File: src/rtl/mesh_link_req_arbiter_if.sv
// Link-side bundle of mesh_link_req_arbiter: requester fan-in, forward slot,
// return steering, credit count, error flag and slot-state debug output.
interface mesh_link_req_arbiter_if #(
   parameter int num_req_p             = 2,
   parameter int packet_width_p        = 91,
   parameter int return_packet_width_p = 43,
   parameter int cnt_width_p           = 4
);
   // valid/ready: a transfer happens in any cycle where valid and ready/yumi are
   // both high; a valid source holds its payload stable until that cycle.
   logic [num_req_p-1:0]                req_v_i;
   logic [num_req_p*packet_width_p-1:0] req_packet_i;
   logic [num_req_p-1:0]                req_yumi_o;
   logic                                fwd_v_o;
   logic [packet_width_p-1:0]           fwd_packet_o;
   logic                                fwd_ready_i;
   logic                                ret_v_i;
   logic [return_packet_width_p-1:0]    ret_packet_i;
   logic                                ret_yumi_o;
   logic [num_req_p-1:0]                ret_v_o;
   logic [return_packet_width_p-1:0]    ret_packet_o;
   logic [num_req_p-1:0]                ret_yumi_i;
   logic [cnt_width_p-1:0]              out_cnt_o;
   logic                                err_o;
   logic                                slot_state_o;

   modport slave (
      input  req_v_i, req_packet_i, fwd_ready_i, ret_v_i, ret_packet_i, ret_yumi_i,
      output req_yumi_o, fwd_v_o, fwd_packet_o, ret_yumi_o, ret_v_o, ret_packet_o,
             out_cnt_o, err_o, slot_state_o
   );

   modport master (
      output req_v_i, req_packet_i, fwd_ready_i, ret_v_i, ret_packet_i, ret_yumi_i,
      input  req_yumi_o, fwd_v_o, fwd_packet_o, ret_yumi_o, ret_v_o, ret_packet_o,
             out_cnt_o, err_o, slot_state_o
   );
endinterface

File: src/rtl/mesh_link_req_arbiter.sv
// Round-robin requester arbiter for a mesh node proc link with credit limit and tag-steered returns.
// Optional per-requester grant counters: define MESH_LINK_REQ_ARBITER_STATS_EN.
module mesh_link_req_arbiter #(
   parameter int num_req_p       = 2,
   parameter int max_out_p       = 8,
   parameter int x_cord_width_p  = 4,
   parameter int y_cord_width_p  = 4,
   parameter int data_width_p    = 32,
   parameter int addr_width_p    = 32,
   parameter int load_id_width_p = 11
) (
   input  logic clk_i,
   input  logic reset_i,
   mesh_link_req_arbiter_if.slave link
`ifdef MESH_LINK_REQ_ARBITER_STATS_EN
   , output logic [num_req_p*32-1:0] grant_cnt_o
`endif
);
   // Packet layouts keep load_id in the low bits:
   // request {addr, data, src_y, src_x, dst_y, dst_x, load_id}, return {data, load_id}.
   localparam int id_width_lp            = (num_req_p > 2) ? $clog2(num_req_p) : 1;
   localparam int cnt_width_lp           = $clog2(max_out_p + 1);
   localparam int packet_width_lp        = addr_width_p + data_width_p
                                         + 2 * x_cord_width_p + 2 * y_cord_width_p
                                         + load_id_width_p;
   localparam int return_packet_width_lp = data_width_p + load_id_width_p;

   typedef enum logic {SLOT_EMPTY = 1'b0, SLOT_FULL = 1'b1} slot_state_e;

   slot_state_e                 state_q, state_d;
   logic [packet_width_lp-1:0]  fwd_pkt_q, fwd_pkt_d;
   logic [id_width_lp-1:0]      last_ptr_q, last_ptr_d;
   logic [cnt_width_lp-1:0]     out_cnt_q, out_cnt_d;
   logic                        err_q, err_d;

   logic                        can_issue;
   logic                        gnt_found;
   logic                        grant;
   logic [id_width_lp-1:0]      gnt_idx;
   logic [31:0]                 cand;
   logic [packet_width_lp-1:0]  gnt_pkt;
   logic [id_width_lp-1:0]      ret_id;
   logic                        ret_tag_ok;
   logic                        ret_hs;

   // Credit check uses only the registered count; a same-cycle return frees nothing yet.
   assign can_issue = !reset_i
                    && (out_cnt_q < cnt_width_lp'(max_out_p))
                    && ((state_q == SLOT_EMPTY) || link.fwd_ready_i);

   always_comb begin
      gnt_found = 1'b0;
      gnt_idx   = '0;
      cand      = '0;
      for (int i = 1; i <= num_req_p; i++) begin
         cand = 32'(last_ptr_q) + 32'(i);
         if (cand >= 32'(num_req_p)) cand = cand - 32'(num_req_p);
         if (!gnt_found && link.req_v_i[cand[id_width_lp-1:0]]) begin
            gnt_found = 1'b1;
            gnt_idx   = cand[id_width_lp-1:0];
         end
      end
   end

   assign grant = can_issue && gnt_found;

   always_comb begin
      gnt_pkt = '0;
      for (int i = 0; i < num_req_p; i++) begin
         if (gnt_idx == id_width_lp'(i)) gnt_pkt = link.req_packet_i[i*packet_width_lp +: packet_width_lp];
      end
      gnt_pkt[id_width_lp-1:0] = gnt_idx;
   end

   always_comb begin
      link.req_yumi_o = '0;
      if (grant) link.req_yumi_o[gnt_idx] = 1'b1;
   end

   assign ret_id     = link.ret_packet_i[id_width_lp-1:0];
   assign ret_tag_ok = (32'(ret_id) < 32'(num_req_p));

   // Returns carrying an impossible tag are swallowed so they cannot block the link.
   always_comb begin
      link.ret_v_o    = '0;
      link.ret_yumi_o = 1'b0;
      if (!reset_i && link.ret_v_i) begin
         if (ret_tag_ok) begin
            link.ret_v_o[ret_id] = 1'b1;
            link.ret_yumi_o      = link.ret_yumi_i[ret_id];
         end else begin
            link.ret_yumi_o = 1'b1;
         end
      end
   end

   assign ret_hs = link.ret_v_i && link.ret_yumi_o;

   always_comb begin
      state_d    = state_q;
      fwd_pkt_d  = fwd_pkt_q;
      last_ptr_d = last_ptr_q;
      out_cnt_d  = out_cnt_q;
      err_d      = err_q | (link.ret_v_i && !ret_tag_ok);
      if (grant) begin
         state_d    = SLOT_FULL;
         fwd_pkt_d  = gnt_pkt;
         last_ptr_d = gnt_idx;
      end else if ((state_q == SLOT_FULL) && link.fwd_ready_i) begin
         state_d = SLOT_EMPTY;
      end
      if (grant && !ret_hs) begin
         out_cnt_d = out_cnt_q + cnt_width_lp'(1);
      end else if (!grant && ret_hs && (out_cnt_q != '0)) begin
         out_cnt_d = out_cnt_q - cnt_width_lp'(1);
      end
   end

`ifdef MESH_LINK_REQ_ARBITER_STATS_EN
   logic [num_req_p-1:0][31:0] grant_cnt_q, grant_cnt_d;

   always_comb begin
      grant_cnt_d = grant_cnt_q;
      if (grant) grant_cnt_d[gnt_idx] = grant_cnt_q[gnt_idx] + 32'd1;
   end

   assign grant_cnt_o = grant_cnt_q;
`endif

   always_ff @(posedge clk_i or posedge reset_i) begin
      if (reset_i) begin
         state_q    <= SLOT_EMPTY;
         fwd_pkt_q  <= '0;
         last_ptr_q <= id_width_lp'(num_req_p - 1);
         out_cnt_q  <= '0;
         err_q      <= 1'b0;
`ifdef MESH_LINK_REQ_ARBITER_STATS_EN
         grant_cnt_q <= '0;
`endif
      end else begin
         state_q    <= state_d;
         fwd_pkt_q  <= fwd_pkt_d;
         last_ptr_q <= last_ptr_d;
         out_cnt_q  <= out_cnt_d;
         err_q      <= err_d;
`ifdef MESH_LINK_REQ_ARBITER_STATS_EN
         grant_cnt_q <= grant_cnt_d;
`endif
      end
   end

   assign link.fwd_v_o      = (state_q == SLOT_FULL);
   assign link.fwd_packet_o = fwd_pkt_q;
   assign link.out_cnt_o    = out_cnt_q;
   assign link.err_o        = err_q;
   assign link.ret_packet_o = link.ret_packet_i;
   assign link.slot_state_o = state_q;
endmodule

File: src/flat_wrapper.sv
// flat-port wrapper written by rule: the top's interface ports become plain ports
module mesh_link_req_arbiter_flat 
#(
   parameter int num_req_p       = 2,
   parameter int max_out_p       = 8,
   parameter int x_cord_width_p  = 4,
   parameter int y_cord_width_p  = 4,
   parameter int data_width_p    = 32,
   parameter int addr_width_p    = 32,
   parameter int load_id_width_p = 11
)
  (clk_i, reset_i, link_req_v_i, link_req_packet_i, link_fwd_ready_i, link_ret_v_i, link_ret_packet_i, link_ret_yumi_i, link_req_yumi_o, link_fwd_v_o, link_fwd_packet_o, link_ret_yumi_o, link_ret_v_o, link_ret_packet_o, link_out_cnt_o, link_err_o, link_slot_state_o);
  mesh_link_req_arbiter_if #(.num_req_p(num_req_p), .packet_width_p((91)), .return_packet_width_p((43)), .cnt_width_p((4))) link_i ();
  input  logic clk_i;
  input  logic reset_i;
  input wire logic [$bits(link_i.req_v_i)-1:0] link_req_v_i;
  input wire logic [$bits(link_i.req_packet_i)-1:0] link_req_packet_i;
  input wire logic [$bits(link_i.fwd_ready_i)-1:0] link_fwd_ready_i;
  input wire logic [$bits(link_i.ret_v_i)-1:0] link_ret_v_i;
  input wire logic [$bits(link_i.ret_packet_i)-1:0] link_ret_packet_i;
  input wire logic [$bits(link_i.ret_yumi_i)-1:0] link_ret_yumi_i;
  output wire logic [$bits(link_i.req_yumi_o)-1:0] link_req_yumi_o;
  output wire logic [$bits(link_i.fwd_v_o)-1:0] link_fwd_v_o;
  output wire logic [$bits(link_i.fwd_packet_o)-1:0] link_fwd_packet_o;
  output wire logic [$bits(link_i.ret_yumi_o)-1:0] link_ret_yumi_o;
  output wire logic [$bits(link_i.ret_v_o)-1:0] link_ret_v_o;
  output wire logic [$bits(link_i.ret_packet_o)-1:0] link_ret_packet_o;
  output wire logic [$bits(link_i.out_cnt_o)-1:0] link_out_cnt_o;
  output wire logic [$bits(link_i.err_o)-1:0] link_err_o;
  output wire logic [$bits(link_i.slot_state_o)-1:0] link_slot_state_o;
  assign link_i.req_v_i = link_req_v_i;
  assign link_i.req_packet_i = link_req_packet_i;
  assign link_i.fwd_ready_i = link_fwd_ready_i;
  assign link_i.ret_v_i = link_ret_v_i;
  assign link_i.ret_packet_i = link_ret_packet_i;
  assign link_i.ret_yumi_i = link_ret_yumi_i;
  assign link_req_yumi_o = link_i.req_yumi_o;
  assign link_fwd_v_o = link_i.fwd_v_o;
  assign link_fwd_packet_o = link_i.fwd_packet_o;
  assign link_ret_yumi_o = link_i.ret_yumi_o;
  assign link_ret_v_o = link_i.ret_v_o;
  assign link_ret_packet_o = link_i.ret_packet_o;
  assign link_out_cnt_o = link_i.out_cnt_o;
  assign link_err_o = link_i.err_o;
  assign link_slot_state_o = link_i.slot_state_o;
  mesh_link_req_arbiter #(.num_req_p(num_req_p), .max_out_p(max_out_p), .x_cord_width_p(x_cord_width_p), .y_cord_width_p(y_cord_width_p), .data_width_p(data_width_p), .addr_width_p(addr_width_p), .load_id_width_p(load_id_width_p)) u_core (.clk_i(clk_i), .reset_i(reset_i), .link(link_i));
endmodule
File: config.mk
export PLATFORM = sky130hd
export DESIGN_NAME = mesh_link_req_arbiter_flat
export DESIGN_NICKNAME = d
export VERILOG_FILES = /design/src/rtl/mesh_link_req_arbiter_if.sv /design/src/rtl/mesh_link_req_arbiter.sv /design/src/flat_wrapper.sv
export SDC_FILE = /design/constraint.sdc
export NUM_CORES = 1
export LEC_CHECK = 0
export ABC_AREA = 0
export ABC_CLOCK_PERIOD_IN_PS = 8300
export CELL_PAD_IN_SITES_DETAIL_PLACEMENT = 1
export CELL_PAD_IN_SITES_GLOBAL_PLACEMENT = 1
export CORE_ASPECT_RATIO = 1.1
export CORE_MARGIN = 5
export CORE_UTILIZATION = 25
export DETAILED_ROUTE_END_ITERATION = 12
export PLACE_DENSITY = 0.83
export REMOVE_ABC_BUFFERS = 1
export SLEW_MARGIN = 15
export SYNTH_ARGS = -nofsm -noshare
export SYNTH_HDL_FRONTEND = slang
export SYNTH_SLANG_ARGS = --single-unit
File: constraint.sdc
create_clock -name clk_i -period 8.3 [get_ports clk_i]
set_input_delay 0.83 -clock clk_i [delete_from_list [all_inputs] [get_ports clk_i]]
set_output_delay 0.83 -clock clk_i [all_outputs]
set_load 0.03 [all_outputs]
==> impl_metrics.toml <==
[yosys]
syn-cell-area_um2 = 4885
synth_cells = 474
synth_top_area_cell = "dfrtp_1"
synth_seq_area_share_pct = 49.72
ys_top_cells_by_area = "dfrtp_1, mux2i_1, buf_4, o21ai_0, nand2_1"
synth.distinct_cells = 31
yosysWarnings = 0
synth_seq_cells = 97
yosysTopAreaCellShare_pct = 49.18
avgSynthCellArea_um2 = 10.31

[timing]
slew_violations = 0
fin_skew_ns = 0.007767
slew_headroom_pct = 43.31
finalSetupViolations = 0
rsz0062_at_grt = "false"
fmax_ghz = 0.2432
hold_viol = 0
final.min_clock_period_ns = 4.111
whs_ns = 0.4774
tightest_slew_ns = 0.8503
fin_crit_sh_pct = 49.53

[critical_path]
start_kind = "input pin"
critical_path_class = "in2out"
path_common_cell = "clkdlybuf4s50_1"
required_ns = 7.47
r2r-start = "u_core.link.fwd_v_o"
max_stage_delay_ns = 0.74
critPathSlowestCell = "clkdlybuf4s50_1"
crit_path_start = "link_req_v_i[1]"
crit_fanout = 48
path_cells = "clkdlybuf4s50_1, a21boi_4, buf_4, nor2b_1, clkdlybuf4s50_1"
cp.arrival_ns = 3.28
cp-end-kind = "primary output"

[clock_network]
cts_made_buffers = 9
cts_buffer_depth = 2
clk_pin_slew_ns = 0.07
cts_resized = 0
clk_latency_ns = 0.34
cts-hold-fix-buffers = 0
cts_setup_buffers = 0
tritoncts = "done"
cts_htree_levels = 3
cts-root-buf = "clkbuf_16"
clock-sinks = 97

[worst_hold_path]
holdCritPathClass = "reg2reg"
min-delay-start = "u_core.link.fwd_packet_o[42]"

[global_route]
grt_usage_pct = 15.83
grt_overflow = 0
grt_pass1_vias = 4653
grt_first_pass_wirelength_um = 26630
antenna_found_initial = 0
grt_max_degree = 98

[finish]
layout-drive-gt1-share_pct = 4.085
multi_input_comb_area_um2 = 1968
nets = 942
seq_area_um2 = 2429
mostFrequentLayoutCell = "clkdlybuf4s50_1"
most-common-layout-cells = "clkdlybuf4s50_1, dfrtp_1, mux2i_1"
fillers = 2160
n_antenna_cell = 0
area_growth_pct = 62.58
utilization_pct = 41.44

[detailed_routing]
drt_iter0_drc = 79
wire_per_inst_um = 19.46
wl_um = 18620
vias = 4241
vias_per_cell = 4.432
remaining_drc_errors = 0
ant_nets = 0
firstDrtPassIters = 4

[placed_design]
place.gp.congestion = 0.7380
dpl.hpwl_um = 15170
portBuffers = 291

[floorplan]
start_util_pct = 25.49
boundaryPins = 379
die_h_um = 156.6
die-area_um2 = 22440
fp-row-count = 53
coreArea_um2 = 19160
die_width_um = 143.3

[power]
p_leak_uw = 0.003451
ir_drop_mv = 0.1213
powerDensity_nw_per_um2 = 335.7

[job]
maxCapViolCount = 0

[run_status]
status = "complete, no violations"
critical path: cells and delay by family:
kind,cells,cell delay (ns)
buffers and inverters,3,1.90
and+or+nand+nor,1,0.33
AOI/OAI and AO/OA,1,0.21
path summary, 6_finish.rpt:
check,end,slack [ns],cells after the start
max reg2reg,u_core.link.out_cnt_o[3],5.73,9
max,link_req_yumi_o[1],4.19,5
min reg2reg,u_core.link.fwd_packet_o[42],0.48,2
min,u_core.link.fwd_packet_o[42],0.48,2
max in group asynchronous,u_core.link.out_cnt_o[3],6.12,3
min in group asynchronous,u_core.link.fwd_packet_o[19],1.04,2
routing by layer:
layer  up-vias  part of all wire (%)  global-route usage [%]
met3        23                    15                   9.658
met5         -                  0.50                   4.167
li1       2021                     -                       -
met4         2                   1.8                   4.978
met1      1962                    37                   16.88
met2       233                    46                   25.72
sequential cells by signal (all words and copies together) (netlist names):
| signal | count |
|---|---|
| u_core.link.fwd_packet_o | 91 |
| u_core.last_ptr_q | 1 |
| u_core.link.fwd_v_o | 1 |
| u_core.link.out_cnt_o | 4 |
power breakdown:
part / internal (uW) / switching, uW
combinational: 611 / 829
clock: 213 / 187
sequential: 697 / 129
total: 1520 / 1150
area by class of cell:
type | count | area share, %
Sequential cell | 97 | 30.58
Inverter | 1 | 0.07878
Clock inverter | 5 | 0.5042
Tap cell | 247 | 3.892
Timing Repair Buffer | 296 | 37.15
Multi-Input combinational cell | 301 | 24.78
Clock buffer | 10 | 3.009
synth_stat cells (all sizes together):
cell type,instances
clkbuf,16
conb,1
dfrtp,96
and2,1
xor2,2
o211ai,1
o21ai,91
a21oi,1
ha,2
mux2i,92
xnor2,1
buf,59
mux2,2
nand3,1
inv,1
or4,1
and3,1
or2,1
a21boi,1
fa,1
dfstp,1
nand2b,2
nand2,91
a21o,3
nor2b,1
nor2,4
through the flow:
step	instances	TNS, ns	instance area [um2]	total power (uW)	setup slack (ns)
after floorplan	399	-1.073	4389	1642	-0.7771
after global placement	942	0	7662	2261	4.160
after detailed placement	942	0	7662	2303	4.151
after CTS	957	0	7941	2719	4.127
after global routing	957	0	7941	2835	4.021
final	957	0	7941	2666	4.189
kinds of logic after synthesis:
logic type                 Yosys count  synth area share (%)
other                                1               0.07677
and+or+nand+nor                    103                 8.581
muxes                               94                 19.47
buffers and inverters               76                 10.22
DFF                                 97                 49.72
adders and majority gates            3                0.9221
AOI/OAI and AO/OA                   97                 10.48
xor gates and xnor gates             3                0.5380
(Power assumes the default switching activity.)
